$ cat config.mk
export PLATFORM = sky130hd
export DESIGN_NAME = reversi_cmd_sequencer
export DESIGN_NICKNAME = d
export VERILOG_FILES = /design/src/rtl/reversi_cmd_sequencer.sv
export SDC_FILE = /design/constraint.sdc
export NUM_CORES = 1
export LEC_CHECK = 0
export ABC_AREA = 1
export CORE_MARGIN = 2
export CORE_UTILIZATION = 45
export CTS_CLUSTER_SIZE = 24
export DETAILED_ROUTE_END_ITERATION = 7
export HOLD_SLACK_MARGIN = 0.06
export PLACE_DENSITY = 0.74
export SYNTH_ARGS = -nofsm -noshare
export SYNTH_HDL_FRONTEND = slang
export SYNTH_SLANG_ARGS = --single-unit
$ cat constraint.sdc
create_clock -name clk -period 2.1 [get_ports clk]
set_input_delay 0.21 -clock clk [delete_from_list [all_inputs] [get_ports clk]]
set_output_delay 0.21 -clock clk [all_outputs]
set_load 0.03 [all_outputs]
$ cat src/rtl/reversi_cmd_sequencer.sv
// Keyboard command sequencer for the reversi board: decodes PS/2 make codes,
// queues them, moves the cursor and hands placements to the game logic.
//
// state | meaning
// IDLE  | popping queued commands, one per cycle
// WAIT  | placement request outstanding, waiting for place_ack
module reversi_cmd_sequencer #(
  parameter int         FIFO_DEPTH = 4,
  parameter logic [2:0] CURSOR_RST = 3'd3
) (
  input  logic       clk,
  input  logic       resetn,
  input  logic       valid,
  input  logic       makeBreak,
  input  logic [7:0] outCode,
  input  logic       place_ack,
  input  logic       place_ok,
  output logic [2:0] cursor_x,
  output logic [2:0] cursor_y,
  output logic       place_req,
  output logic [2:0] place_x,
  output logic [2:0] place_y,
  output logic       player,
  output logic       busy,
  output logic       overflow
);

  localparam int AW = $clog2(FIFO_DEPTH);
  localparam int CW = AW + 1;

  localparam logic [2:0] CMD_RIGHT = 3'd0;
  localparam logic [2:0] CMD_LEFT  = 3'd1;
  localparam logic [2:0] CMD_UP    = 3'd2;
  localparam logic [2:0] CMD_DOWN  = 3'd3;
  localparam logic [2:0] CMD_PLACE = 3'd4;

  typedef enum logic {IDLE = 1'b0, WAIT = 1'b1} state_t;

  state_t        state, stateNext;
  logic          accD, acc;
  logic          cmdValid;
  logic [2:0]    cmdCode;
  logic [2:0]    mem [FIFO_DEPTH];
  logic [AW-1:0] wrPtr, rdPtr;
  logic [CW-1:0] count;
  logic          full, pushReq, doPush, doPop;
  logic [2:0]    headCmd;
  logic          startPlace, ackDone;
  logic [2:0]    cursorX, cursorY, placeX, placeY;
  logic          playerQ, overflowQ;

  // Rising edge of a held make code, so a long press yields one command.
  assign acc = valid & makeBreak & ~accD;

  always_comb begin
    cmdValid = 1'b1;
    cmdCode  = CMD_RIGHT;
    case (outCode)
      8'h74:   cmdCode = CMD_RIGHT;
      8'h6B:   cmdCode = CMD_LEFT;
      8'h75:   cmdCode = CMD_UP;
      8'h72:   cmdCode = CMD_DOWN;
      8'h5A:   cmdCode = CMD_PLACE;
      default: cmdValid = 1'b0;
    endcase
  end

  assign full    = (count == CW'(FIFO_DEPTH));
  assign pushReq = acc & cmdValid;
  // A pop in the same cycle frees the slot, so a push into a full FIFO still lands.
  assign doPush  = pushReq & (~full | doPop);
  assign headCmd = mem[rdPtr];

  always_ff @(posedge clk) begin
    if (doPush) mem[wrPtr] <= cmdCode;
  end

  always_ff @(posedge clk or negedge resetn) begin
    if (!resetn) begin
      wrPtr <= '0;
      rdPtr <= '0;
      count <= '0;
    end else begin
      if (doPush) wrPtr <= wrPtr + AW'(1);
      if (doPop)  rdPtr <= rdPtr + AW'(1);
      case ({doPush, doPop})
        2'b10:   count <= count + CW'(1);
        2'b01:   count <= count - CW'(1);
        default: count <= count;
      endcase
    end
  end

  always_ff @(posedge clk or negedge resetn) begin
    if (!resetn) state <= IDLE;
    else         state <= stateNext;
  end

  always_comb begin
    stateNext = state;
    case (state)
      IDLE:    if (startPlace) stateNext = WAIT;
      WAIT:    if (place_ack)  stateNext = IDLE;
      default: stateNext = IDLE;
    endcase
  end

  always_comb begin
    doPop      = (state == IDLE) && (count != '0);
    startPlace = doPop && (headCmd == CMD_PLACE);
    ackDone    = (state == WAIT) && place_ack;
  end

  always_ff @(posedge clk or negedge resetn) begin
    if (!resetn) begin
      accD      <= 1'b0;
      cursorX   <= CURSOR_RST;
      cursorY   <= CURSOR_RST;
      placeX    <= 3'd0;
      placeY    <= 3'd0;
      playerQ   <= 1'b0;
      overflowQ <= 1'b0;
    end else begin
      accD      <= valid & makeBreak;
      overflowQ <= pushReq & ~doPush;
      if (startPlace) begin
        placeX <= cursorX;
        placeY <= cursorY;
      end else if (doPop) begin
        case (headCmd)
          CMD_RIGHT: if (cursorX != 3'd7) cursorX <= cursorX + 3'd1;
          CMD_LEFT:  if (cursorX != 3'd0) cursorX <= cursorX - 3'd1;
          CMD_UP:    if (cursorY != 3'd0) cursorY <= cursorY - 3'd1;
          CMD_DOWN:  if (cursorY != 3'd7) cursorY <= cursorY + 3'd1;
          default:   ;
        endcase
      end
      if (ackDone && place_ok) playerQ <= ~playerQ;
    end
  end

  assign cursor_x  = cursorX;
  assign cursor_y  = cursorY;
  assign place_x   = placeX;
  assign place_y   = placeY;
  assign place_req = (state == WAIT);
  assign player    = playerQ;
  assign busy      = (count != '0) || (state == WAIT);
  assign overflow  = overflowQ;

endmodule

---- After elaboration in Yosys (flattened, before gate mapping) ----
Memory sizes are Yosys's and may differ from the RTL's.
Index checks and enable logic that the tools add are counted.
W data, S select, Z words.
storage, ports and cells
  bits in registers ....................... 23
  latch bits .............................. 0
  RAM bits ................................ 12
  bits in read-only memories .............. 0
  word-level logic and storage cells ...... 79
  memories ................................ 1
cells by class
  add/sub/neg operators ................... 8
  multiply operators ...................... 0
  div/mod/pow operators ................... 0
  $lt $le $gt $ge ......................... 0
  eq/ne operators ......................... 18
  shifts and indexed selects .............. 0
  mux-type cells .......................... 14
  bitwise operators ....................... 12
  reductions and logical operators ........ 15
memories
  memory  words  width  rd ports  clocked after memory_dff  wr ports  line  source
  mem     4      3      1         0                         1         43    logic [2:0] mem [FIFO_DEPTH];
operators with widths
  kind                   number
  $eq A8 B7 Y1 const B   5
  $pmux W3 S2            3
  $mux W3                4
  $pmux W3 S4            1
  $reduce_and A5 Y1      2
  $add A3 B1 Y3 const B  3
  $reduce_bool A3 Y1     3
  $sub A3 B1 Y3 const B  3
  $ne A2 B2 Y1 const B   4
  $eq A3 B2 Y1 const B   2
  $eq A3 B3 Y1 const B   2
  $ne A3 B3 Y1 const B   2
  $not A1 Y1             6
  $reduce_bool A2 Y1     3
  $and A1 B1 Y1          5
  $mux W1                5
  $reduce_or A5 Y1       1
  $add A2 B1 Y2 const B  2
  $logic_and A1 B1 Y1    4
  $eq A3 B1 Y1 const B   1
  $logic_not A3 Y1       1
  $eq A2 B1 Y1 const B   1
  $eq A2 B2 Y1 const B   1
  $pmux W1 S2            1
  other kinds (2)        2

---- Logic depth before layout (Yosys ltp) ----
Gate-level depths: netlist of the first run.
  depth in word-level cells ............... 7
  depth in mapped cells ................... 16
  mapped depth without buffers ............ 16

---- Least setup slack after synthesis of the first run ----
No wires, ideal clock.
  path type ............................... reg2reg
  start point ............................. register state (netlist: place_req)
  end point ............................... register count[2]
  library setup time ...................... 0.062 ns
  arrival time ............................ 1.695 ns
  path slack .............................. 0.343 ns
  stages on the path, launching flop included .. 12
  path buffers ............................ 0
  cell sequence ........................... dfrtp_1 -> inv_1 -> nand2_1 -> inv_2 -> nand2_2 -> inv_1 -> fa_1 -> inv_1 -> nand3_1 -> nand3_1 -> nand2_1 -> inv_1
on the way
  longest elaborated chain between the ends .. 6
ends and longest elaborated chain
  element                                            line  source
  from (decl)                                        39    state_t state, stateNext;
  from (signal assigned)                             96    else state <= stateNext;
  $not A1 Y1 *                                       --
  $logic_and A1 B1 Y1 *                              109   doPop = (state == IDLE) && (count != '0);
  $or A1 B1 Y1                                       71    assign doPush = pushReq & (~full | doPop);
  $and A1 B1 Y1                                      71
  $eq A2 B1 Y1 or $eq A2 B2 Y1 (tied branches)       86    case ({doPush, doPop})
  $pmux W3 S2 or $reduce_bool A2 Y1 (tied branches)  --
  to (signal assigned)                               87    2'b10: count <= count + CW'(1);
  to (signal assigned)                               88    2'b01: count <= count - CW'(1);
  to (signal assigned)                               89    default: count <= count;
  to (decl)                                          45    logic [CW-1:0] count;
Every way passes the cells marked *; elsewhere a longest branch is shown, timed or not.
A chain may end at the register's enable or synchronous reset.

---- Worst setup path in the final report of the first run ----
  start point ............................. register rdPtr[0]
  end point ............................... register cursorY[2] (netlist: cursor_y[2])
on the way
  longest elaborated chain between the ends .. 5
ends and longest elaborated chain
  element                                                                    line  source
  from (decl)                                                                44    logic [AW-1:0] wrPtr, rdPtr;
  from (signal assigned)                                                     85    if (doPop) rdPtr <= rdPtr + AW'(1);
  $mem_v2 Z4 W3 *                                                            --
  parallel branches: the longest is 4 deep, another holds $reduce_and A5 Y1  --
  to (signal assigned)                                                       133   CMD_UP: if (cursorY != 3'd0) cursorY <= cursorY - 3'd1;
  to (signal assigned)                                                       134   CMD_DOWN: if (cursorY != 3'd7) cursorY <= cursorY + 3'd1;
  to (decl)                                                                  49    logic [2:0] cursorX, cursorY, placeX, placeY;
Mark *: on every way between the ends.

==> out/qor.tcl, run 1 <==
set qor(internal_power_w) 0.00198
set qor(grt_start_max_net_pins) 24
set qor(number_of_flip_flops_and_latches_in_the_synthesized_netlist) 35
set qor(crit_path_cell_trace) {inv_4, nand2_1, nand3_1, nand2_1, inv_2, nand2_1, fa_1, nand3b_1, nand4_1, nand2_1}
set qor(clk_pin_slew_worst_paths_ns) 0.07
set qor(io-pin-count) 30
set qor(worstSetupStartpointType) {register}
set qor(share_of_final_layout_standard_cells_stronger_than_drive_strength_1) 0.225
set qor(maxCapViolations) 0
set qor(ys_async_sr_fraction) 0.657
set qor(count_of_warnings_emitted_by_yosys) 0
set qor(crit_path_max_fanout) 8
set qor(global_route_wire_length_before_repair_um) 6080
set qor(critical-path-slowest-cell) {sky130_fd_sc_hd__dfrtp_2}
set qor(totalWireLength_um) 3440
set qor(clock_sinks) 35
set qor(critical-path-top-cell-by-count) {sky130_fd_sc_hd__nand2_1}
set qor(design.final.nets) 291
set qor(period_share) 0.912
set qor(min_period_ns) 1.92
set qor(gp_congestion) 0.849
set qor(p_comb_frac) 0.516
set qor(chipWidth_um) 69.9
set qor(run_status) {finished clean}
set qor(fillCellCount) 357
set qor(clockRootBuffer) {sky130_fd_sc_hd__clkbuf_8}
set qor(syn2layout_area_growth_pct) 26.7
set qor(power.clock.fraction) 0.168
set qor(p_leak_nw) 1.17
set qor(detailed_placer_s_ending_hpwl_um) 2690
set qor(timing.final.hold_violations) 0
set qor(seq_power_share) 0.317
set qor(grt_overflow) 0
set qor(drt.antenna.violating_nets) 0
set qor(criticalPathCategory) {register to register}
set qor(tns_ns) 0
set qor(wirelength_per_cell_um) 10.7
set qor(mappedNetlistArea_mm2) 0.00196
set qor(number_of_flops_mapped_to_enable_cells_by_yosys) 12
set qor(dr.first_iter.drc_count) 67
set qor(cts_max_path_buffers) 2
set qor(worstPathRequired_ns) 2.28
set qor(synth_top_area_share) 0.243
set qor(grt_antenna_before_repair) 0
set qor(total_power_w) 0.00353
set qor(slew_headroom) 0.712
set qor(cts_htree_levels) 2
set qor(synth_top_flop_cell) {sky130_fd_sc_hd__dfrtp_1}
set qor(ff_latch_area_um2) 942
set qor(num_vias) 1523
set qor(die_height_um) 69.9
set qor(core_region_mm2) 0.00409
set qor(initial_core_util) 0.479
set qor(timing.final.max_slew_violations) 0
set qor(cts_tree) {built}
set qor(port-buffer-count) 29
set qor(synth_seq_area_share) 0.481
set qor(gr-usage-all-layers) 0.157
set qor(post-route-drc-count) 0
set qor(netSwitchingFraction) 0.439
set qor(irDropWorstVdd_uv) 441
set qor(netlist-cell-type-count) 26
set qor(drt_first_pass_iters) 5
set qor(ys_top_cells_by_area) {sky130_fd_sc_hd__dfrtp_1 (24%), sky130_fd_sc_hd__edfxtp_1 (18%), sky130_fd_sc_hd__nand2_1 (11%)}
set qor(synth.net_count) 248
set qor(postSynthCellCount) 227
set qor(min-delay-path-class) {input pin to asynchronous set/reset pin}
set qor(fin_skew_ns) 0.00335
set qor(worstSkewPairLatency_ns) 0.29
set qor(synth.largest_area_cell) {sky130_fd_sc_hd__dfrtp_1}
set qor(avgSynthCellArea_um2) 8.62
set qor(floorplan.die_area_mm2) 0.00489
set qor(power_density_mw_per_mm2) 1430
set qor(diodes) 0
set qor(placement_rows) 23
set qor(report.final.setup_viol) 0
set qor(vias_per_cell) 4.74
set qor(worst-slew-pin-transition_ns) 0.427
set qor(maxClockFrequency_mhz) 522
set qor(timing.critical_path.slowest_cell_delay_ns) 0.47
set qor(multi_input_comb_area_um2) 855
set qor(signal_arrival_time_at_the_worst_endpoint_ns) 2.09
set qor(cts-buffers-inserted) 5
set qor(rsz0062_at_grt) {false}
set qor(netSwitchingPower_w) 0.00155
set qor(crit_path_end_kind) {register}
set qor(first_global_vias) 1463
-- worst max-delay path, delay by kind of cell, from the launching register on --
| kind | cells | cell delay, ns |
|---|---|---|
| buf+inv | 2 | 0.25 |
| simple gates | 7 | 0.68 |
| flops | 1 | 0.47 |
| fa+ha+maj | 1 | 0.39 |
-- final cells by class --
class,count,area share
Inverter,38,0.0586
Multi-Input combinational cell,152,0.345
Clock buffer,7,0.0434
Sequential cell,35,0.380
Clock inverter,1,0.00353
Timing Repair Buffer,38,0.144
Tap cell,50,0.0252
-- placed cells by master, fill, tap and decap left out, types with 5 or more instances in the layout --
master	count
sky130_fd_sc_hd__nand2_1	58
sky130_fd_sc_hd__inv_1	29
sky130_fd_sc_hd__clkdlybuf4s50_1	29
sky130_fd_sc_hd__nor2_1	25
sky130_fd_sc_hd__dfrtp_1	18
sky130_fd_sc_hd__nand3_1	14
sky130_fd_sc_hd__edfxtp_1	12
sky130_fd_sc_hd__nand2_2	10
sky130_fd_sc_hd__buf_4	9
sky130_fd_sc_hd__inv_2	8
sky130_fd_sc_hd__nand3_2	6
sky130_fd_sc_hd__o21ai_2	6
sky130_fd_sc_hd__clkbuf_8	6
sky130_fd_sc_hd__xor2_1	5
-- state kept, by name (all words and copies together), names as in the netlist --
| register | count |
|---|---|
| accD | 1 |
| place_x | 3 |
| cursor_y | 3 |
| cursor_x | 3 |
| place_y | 3 |
| overflow | 1 |
| place_req | 1 |
| wrPtr | 2 |
| rdPtr | 2 |
| mem | 12 |
| player | 1 |
| count | 3 |
-- per-stage QoR --
stage                     area (um^2)  instances  hold WS, ns  worst slack [ns]  utilization
after floorplan                  1960        227      -0.0856             0.343            -
after global placement           2350        313        0.463           -0.0369        0.576
after detailed placement         2350        313        0.467            -0.118        0.576
after CTS                        2470        321        0.289             0.130        0.604
after global routing             2480        321        0.304            0.0263        0.607
final                            2480        321        0.285             0.184        0.607
-- cells in the mapped netlist (5+ instances only) --
cell	n
sky130_fd_sc_hd__nand2_2	10
sky130_fd_sc_hd__dfrtp_1	19
sky130_fd_sc_hd__xor2_1	5
sky130_fd_sc_hd__inv_2	8
sky130_fd_sc_hd__nand3_2	6
sky130_fd_sc_hd__nand3_1	14
sky130_fd_sc_hd__nor2_1	27
sky130_fd_sc_hd__o21ai_2	6
sky130_fd_sc_hd__edfxtp_1	12
sky130_fd_sc_hd__inv_1	29
sky130_fd_sc_hd__nand2_1	58
-- cells by family after synthesis --
group	Yosys count	share of synthesized area
simple gates	126	0.305
buf+inv	40	0.0857
flops	35	0.481
compound gates	13	0.0448
fa+ha+maj	7	0.0563
xor+xnor	6	0.0269
-- layer usage --
| metal | vias to the layer above | global-route usage | wire length [um] |
|---|---|---|---|
| li1 | 795 | - | - |
| met1 | 689 | 0.178 | 1550 |
| met2 | 33 | 0.278 | 1690 |
| met3 | 6 | 0.0491 | 159 |
| met4 | 0 | 0.0577 | 40 |
| met5 | - | 0 | 0 |
-- power by group through the flow --
stage	sequential (W)	clock [W]	combinational, W
finish	0.00112	0.000592	0.00182
global route	0.00115	0.000638	0.00201
CTS	0.00112	0.000607	0.00183
detailed placement	0.00113	0	0.00183
global placement	0.00112	0	0.00177
floorplan	0.00132	0	0.00109
-- final timing paths --
path                            slack [ns]  depth (start not counted)            startpoint                      end
worst max-delay path                  0.18                         10  rdPtr[0]$_DFFE_PN0P_  cursor_y[2]$_DFFE_PN0P_
worst min register to register        0.48                          1    player$_DFFE_PN0P_       player$_DFFE_PN0P_
worst max register to register        0.18                         10  rdPtr[0]$_DFFE_PN0P_  cursor_y[2]$_DFFE_PN0P_
max in group asynchronous             1.53                          2                resetn  cursor_x[1]$_DFFE_PN1P_
worst min-delay path                  0.29                          2                resetn   place_y[0]$_DFFE_PN0P_
min in group clk                      0.46                          3             makeBreak           accD$_DFF_PN0_
-- what timing repair did --
action                                  4_1_cts  5_1_grt
resized for setup                             0        4
setup buffers                                 0        0
hold buffers                                  0        0
endpoints found under the setup margin        0        2
Power figures use the tool's default switching activity.
==> inputs of run 2 (changes only) <==
--- a/config.mk
+++ b/config.mk
@@ -7,11 +7,11 @@
 export LEC_CHECK = 0
 export ABC_AREA = 1
 export CORE_MARGIN = 2
-export CORE_UTILIZATION = 45
+export CORE_UTILIZATION = 53
 export CTS_CLUSTER_SIZE = 24
 export DETAILED_ROUTE_END_ITERATION = 7
 export HOLD_SLACK_MARGIN = 0.06
-export PLACE_DENSITY = 0.74
+export PLACE_DENSITY = 0.84
 export SYNTH_ARGS = -nofsm -noshare
 export SYNTH_HDL_FRONTEND = slang
 export SYNTH_SLANG_ARGS = --single-unit
==> run 2 against run 1 <==
Via count increased by 0.46%. Clock power fell by 6.9%. Clock-buffer cell count fell by 1. Cell area fell by 1.1%. Fmax down 1.4%. Routed wire length fell by 3.4%. Sequential power is essentially flat. Core utilization up 7.4 points. Register-to-register slack about the same. Critical endpoint is now count[2]$_DFFE_PN0P_. Highest routed layer unchanged.
==> out/qor.tcl, run 2 (same netlist as run 1, synthesis figures left out) <==
set qor(fin_skew_ns) 0.00643 ;# +0.00307 ns
set qor(gp_congestion) 0.838 ;# -1.3%
set qor(maxClockFrequency_mhz) 514 ;# -1.4%
set qor(syn2layout_area_growth_pct) 25.4
set qor(clock_sinks) 35 ;# unchanged
set qor(p_comb_frac) 0.520 ;# +0.004
set qor(crit_path_max_fanout) 4 ;# -4
set qor(num_vias) 1530 ;# +0.46%
set qor(share_of_final_layout_standard_cells_stronger_than_drive_strength_1) 0.211 ;# -0.0140
set qor(buf_inv_on_cp) 5 ;# +3
set qor(core_region_mm2) 0.00361 ;# -12%
set qor(report.final.setup_viol) 0 ;# unchanged
set qor(count_of_cells_along_the_worst_register_to_register_path) 10 ;# unchanged
set qor(worstPathRequired_ns) 2.34 ;# +0.06 ns
set qor(max_ffs_per_register) 12 ;# unchanged
set qor(first_global_vias) 1417 ;# -3.1%
set qor(cts_max_path_buffers) 2 ;# unchanged
set qor(vias_per_cell) 4.81 ;# +1.4%
set qor(wirelength_per_cell_um) 10.5 ;# -2.5%
set qor(io-pin-count) 30 ;# unchanged
set qor(dpl_cell_area_mm2) 0.00234 ;# -0.43%
set qor(fin_cells) 318 ;# -0.93%
set qor(most-common-layout-cells) {sky130_fd_sc_hd__nand2_1 (58), sky130_fd_sc_hd__inv_1 (29), sky130_fd_sc_hd__clkdlybuf4s50_1 (29), sky130_fd_sc_hd__nor2_1 (27), sky130_fd_sc_hd__dfrtp_1 (18)}
set qor(post-route-drc-count) 0 ;# unchanged
set qor(cts_htree_levels) 2 ;# unchanged
set qor(cts-buffers-inserted) 5 ;# unchanged
set qor(detailed_placer_s_ending_hpwl_um) 2610 ;# -2.8%
set qor(power.clock.fraction) 0.159 ;# -0.009
set qor(timing.final.max_slew_violations) 0 ;# unchanged
set qor(p_leak_nw) 1.17 ;# -0.64%
set qor(worstSetupPathDepth) 16 ;# +6
set qor(placement_rows) 22 ;# -4.3%
set qor(largest-register) {mem}
set qor(clockRootBuffer) {sky130_fd_sc_hd__clkbuf_8}
set qor(crit_path_cell_trace) {clkdlybuf4s50_1, nand2_1, nor2_1, nand2_1, nand2_1, inv_2, nand2_2, nand2_2, nand2_2, inv_1, fa_1, inv_1, nand3_1, nand3_1, nand2_1, inv_1}
set qor(worst-slew-pin-transition_ns) 0.484 ;# +0.0564 ns
set qor(port-buffer-count) 29 ;# unchanged
set qor(criticalPathCategory) {input pin to register}
set qor(chipWidth_um) 64.7 ;# -7.4%
set qor(design.final.nets) 290 ;# -0.34%
set qor(drt_first_pass_iters) 4 ;# -1
set qor(grt_antenna_before_repair) 0 ;# unchanged
set qor(mostFrequentLayoutCell) {sky130_fd_sc_hd__nand2_1}
set qor(diodes) 0 ;# unchanged
set qor(drt.antenna.violating_nets) 0 ;# unchanged
set qor(clk_pin_slew_worst_paths_ns) 0.07 ;# about the same
set qor(gr-usage-all-layers) 0.182 ;# +0.0244
set qor(dr.first_iter.drc_count) 53 ;# -21%
set qor(maxCapViolations) 0 ;# unchanged
set qor(totalWireLength_um) 3330 ;# -3.4%
set qor(period_share) 0.926 ;# +0.0134
set qor(internal_power_w) 0.00194 ;# -2.4%
set qor(placedCellCount) 310 ;# -0.96%
set qor(critical-path-top-delay-family) {simple AND/OR/NAND/NOR gates}
set qor(crit_path_end_kind) {register}
set qor(rsz0062_at_grt) {false}
set qor(netSwitchingPower_w) 0.00153 ;# -1.3%
set qor(min-delay-path-class) {input pin to asynchronous set/reset pin}
set qor(timing.critical_path.slowest_cell_delay_ns) 0.52 ;# +0.05 ns
set qor(initial_core_util) 0.542 ;# +0.0638
set qor(min_period_ns) 1.94 ;# +0.0281 ns
set qor(seq_power_share) 0.321 ;# +0.004
set qor(slew_headroom) 0.674 ;# -0.0380
set qor(worstSetupStartpointType) {input pin}
set qor(critical-path-top-cell-by-count) {sky130_fd_sc_hd__nand2_1}
set qor(power_density_mw_per_mm2) 1410 ;# -0.86%
set qor(final_core_utilization) 0.680 ;# +0.0735
set qor(netSwitchingFraction) 0.441 ;# +0.00259
set qor(cts_tree) {built}
set qor(run_status) {finished clean}
set qor(irDropWorstVdd_uv) 724 ;# +64%
set qor(global_route_wire_length_before_repair_um) 5890 ;# -3.1%
set qor(design_area_mm2) 0.00245 ;# -1.1%
set qor(die_height_um) 64.7 ;# -7.4%
set qor(grt_overflow) 0 ;# unchanged
set qor(signal_arrival_time_at_the_worst_endpoint_ns) 2.18 ;# +0.09 ns
set qor(total_power_w) 0.00347 ;# -1.9%
set qor(grt_start_max_net_pins) 24 ;# unchanged
set qor(floorplan.die_area_mm2) 0.00419 ;# -14%
set qor(worstSkewPairLatency_ns) 0.29 ;# about the same
set qor(timing.final.hold_violations) 0 ;# unchanged
set qor(critical-path-slowest-cell) {sky130_fd_sc_hd__clkdlybuf4s50_1}
## run 2: metrics by stage
step	setup WS (ns)	setup TNS [ns]	hold slack, ns
floorplan	0.343	0	-0.0856
global placement	-0.0435	-0.0435	0.464
detailed placement	-0.125	-0.125	0.466
CTS	0.105	0	0.286
global route	0.00259	0	0.297
finish	0.156	0	0.285
## run 2: worst register-to-register path: cells and delay by family, from the launching register on
kind,cells,cell delay (ns)
fa+ha+maj,1,0.39
buf+inv,2,0.25
flops,1,0.47
simple gates,7,0.69
## run 2: repair_timing
item                       in CTS  in global routing
hold endpoints to repair        0                  0
resized for setup               0                  1
buffers inserted                0                  0
hold buffers                    0                  0
setup endpoints to repair       0                  1
## run 2: area by class of cell
class	count	area (um^2)
Fill cell	288	1150
Timing Repair Buffer	37	350
Clock inverter	2	13.8
Clock buffer	6	93.8
Sequential cell	35	942
Tap cell	48	60.1
Multi-Input combinational cell	152	847
Inverter	38	145
## run 2: final timing paths
check                                     start                      end  slack, ns
max reg2reg                rdPtr[0]$_DFFE_PN0P_  cursor_y[2]$_DFFE_PN0P_       0.19
min in group clk                      makeBreak           accD$_DFF_PN0_       0.45
min reg2reg                  player$_DFFE_PN0P_       player$_DFFE_PN0P_       0.47
max                                  outCode[4]     count[2]$_DFFE_PN0P_       0.16
max in group asynchronous                resetn  cursor_y[1]$_DFFE_PN1P_       1.53
min                                      resetn   place_y[1]$_DFFE_PN0P_       0.28
## run 2: power groups by stage
stage / clock network (W) / registers [W] / logic (W)
after detailed placement: 0 / 0.00112 / 0.00181
after floorplan: 0 / 0.00132 / 0.00109
after global routing: 0.000602 / 0.00115 / 0.00199
final: 0.000551 / 0.00111 / 0.00180
after global placement: 0 / 0.00112 / 0.00175
after CTS: 0.000564 / 0.00111 / 0.00182
## run 2: per-layer routing
layer  track usage  part of all wire  vias up
met5             0                 0        -
li1              -                 -      798
met2         0.339              0.54       30
met4        0.0878             0.018        0
met1         0.193              0.42      695
met3        0.0365             0.031        7
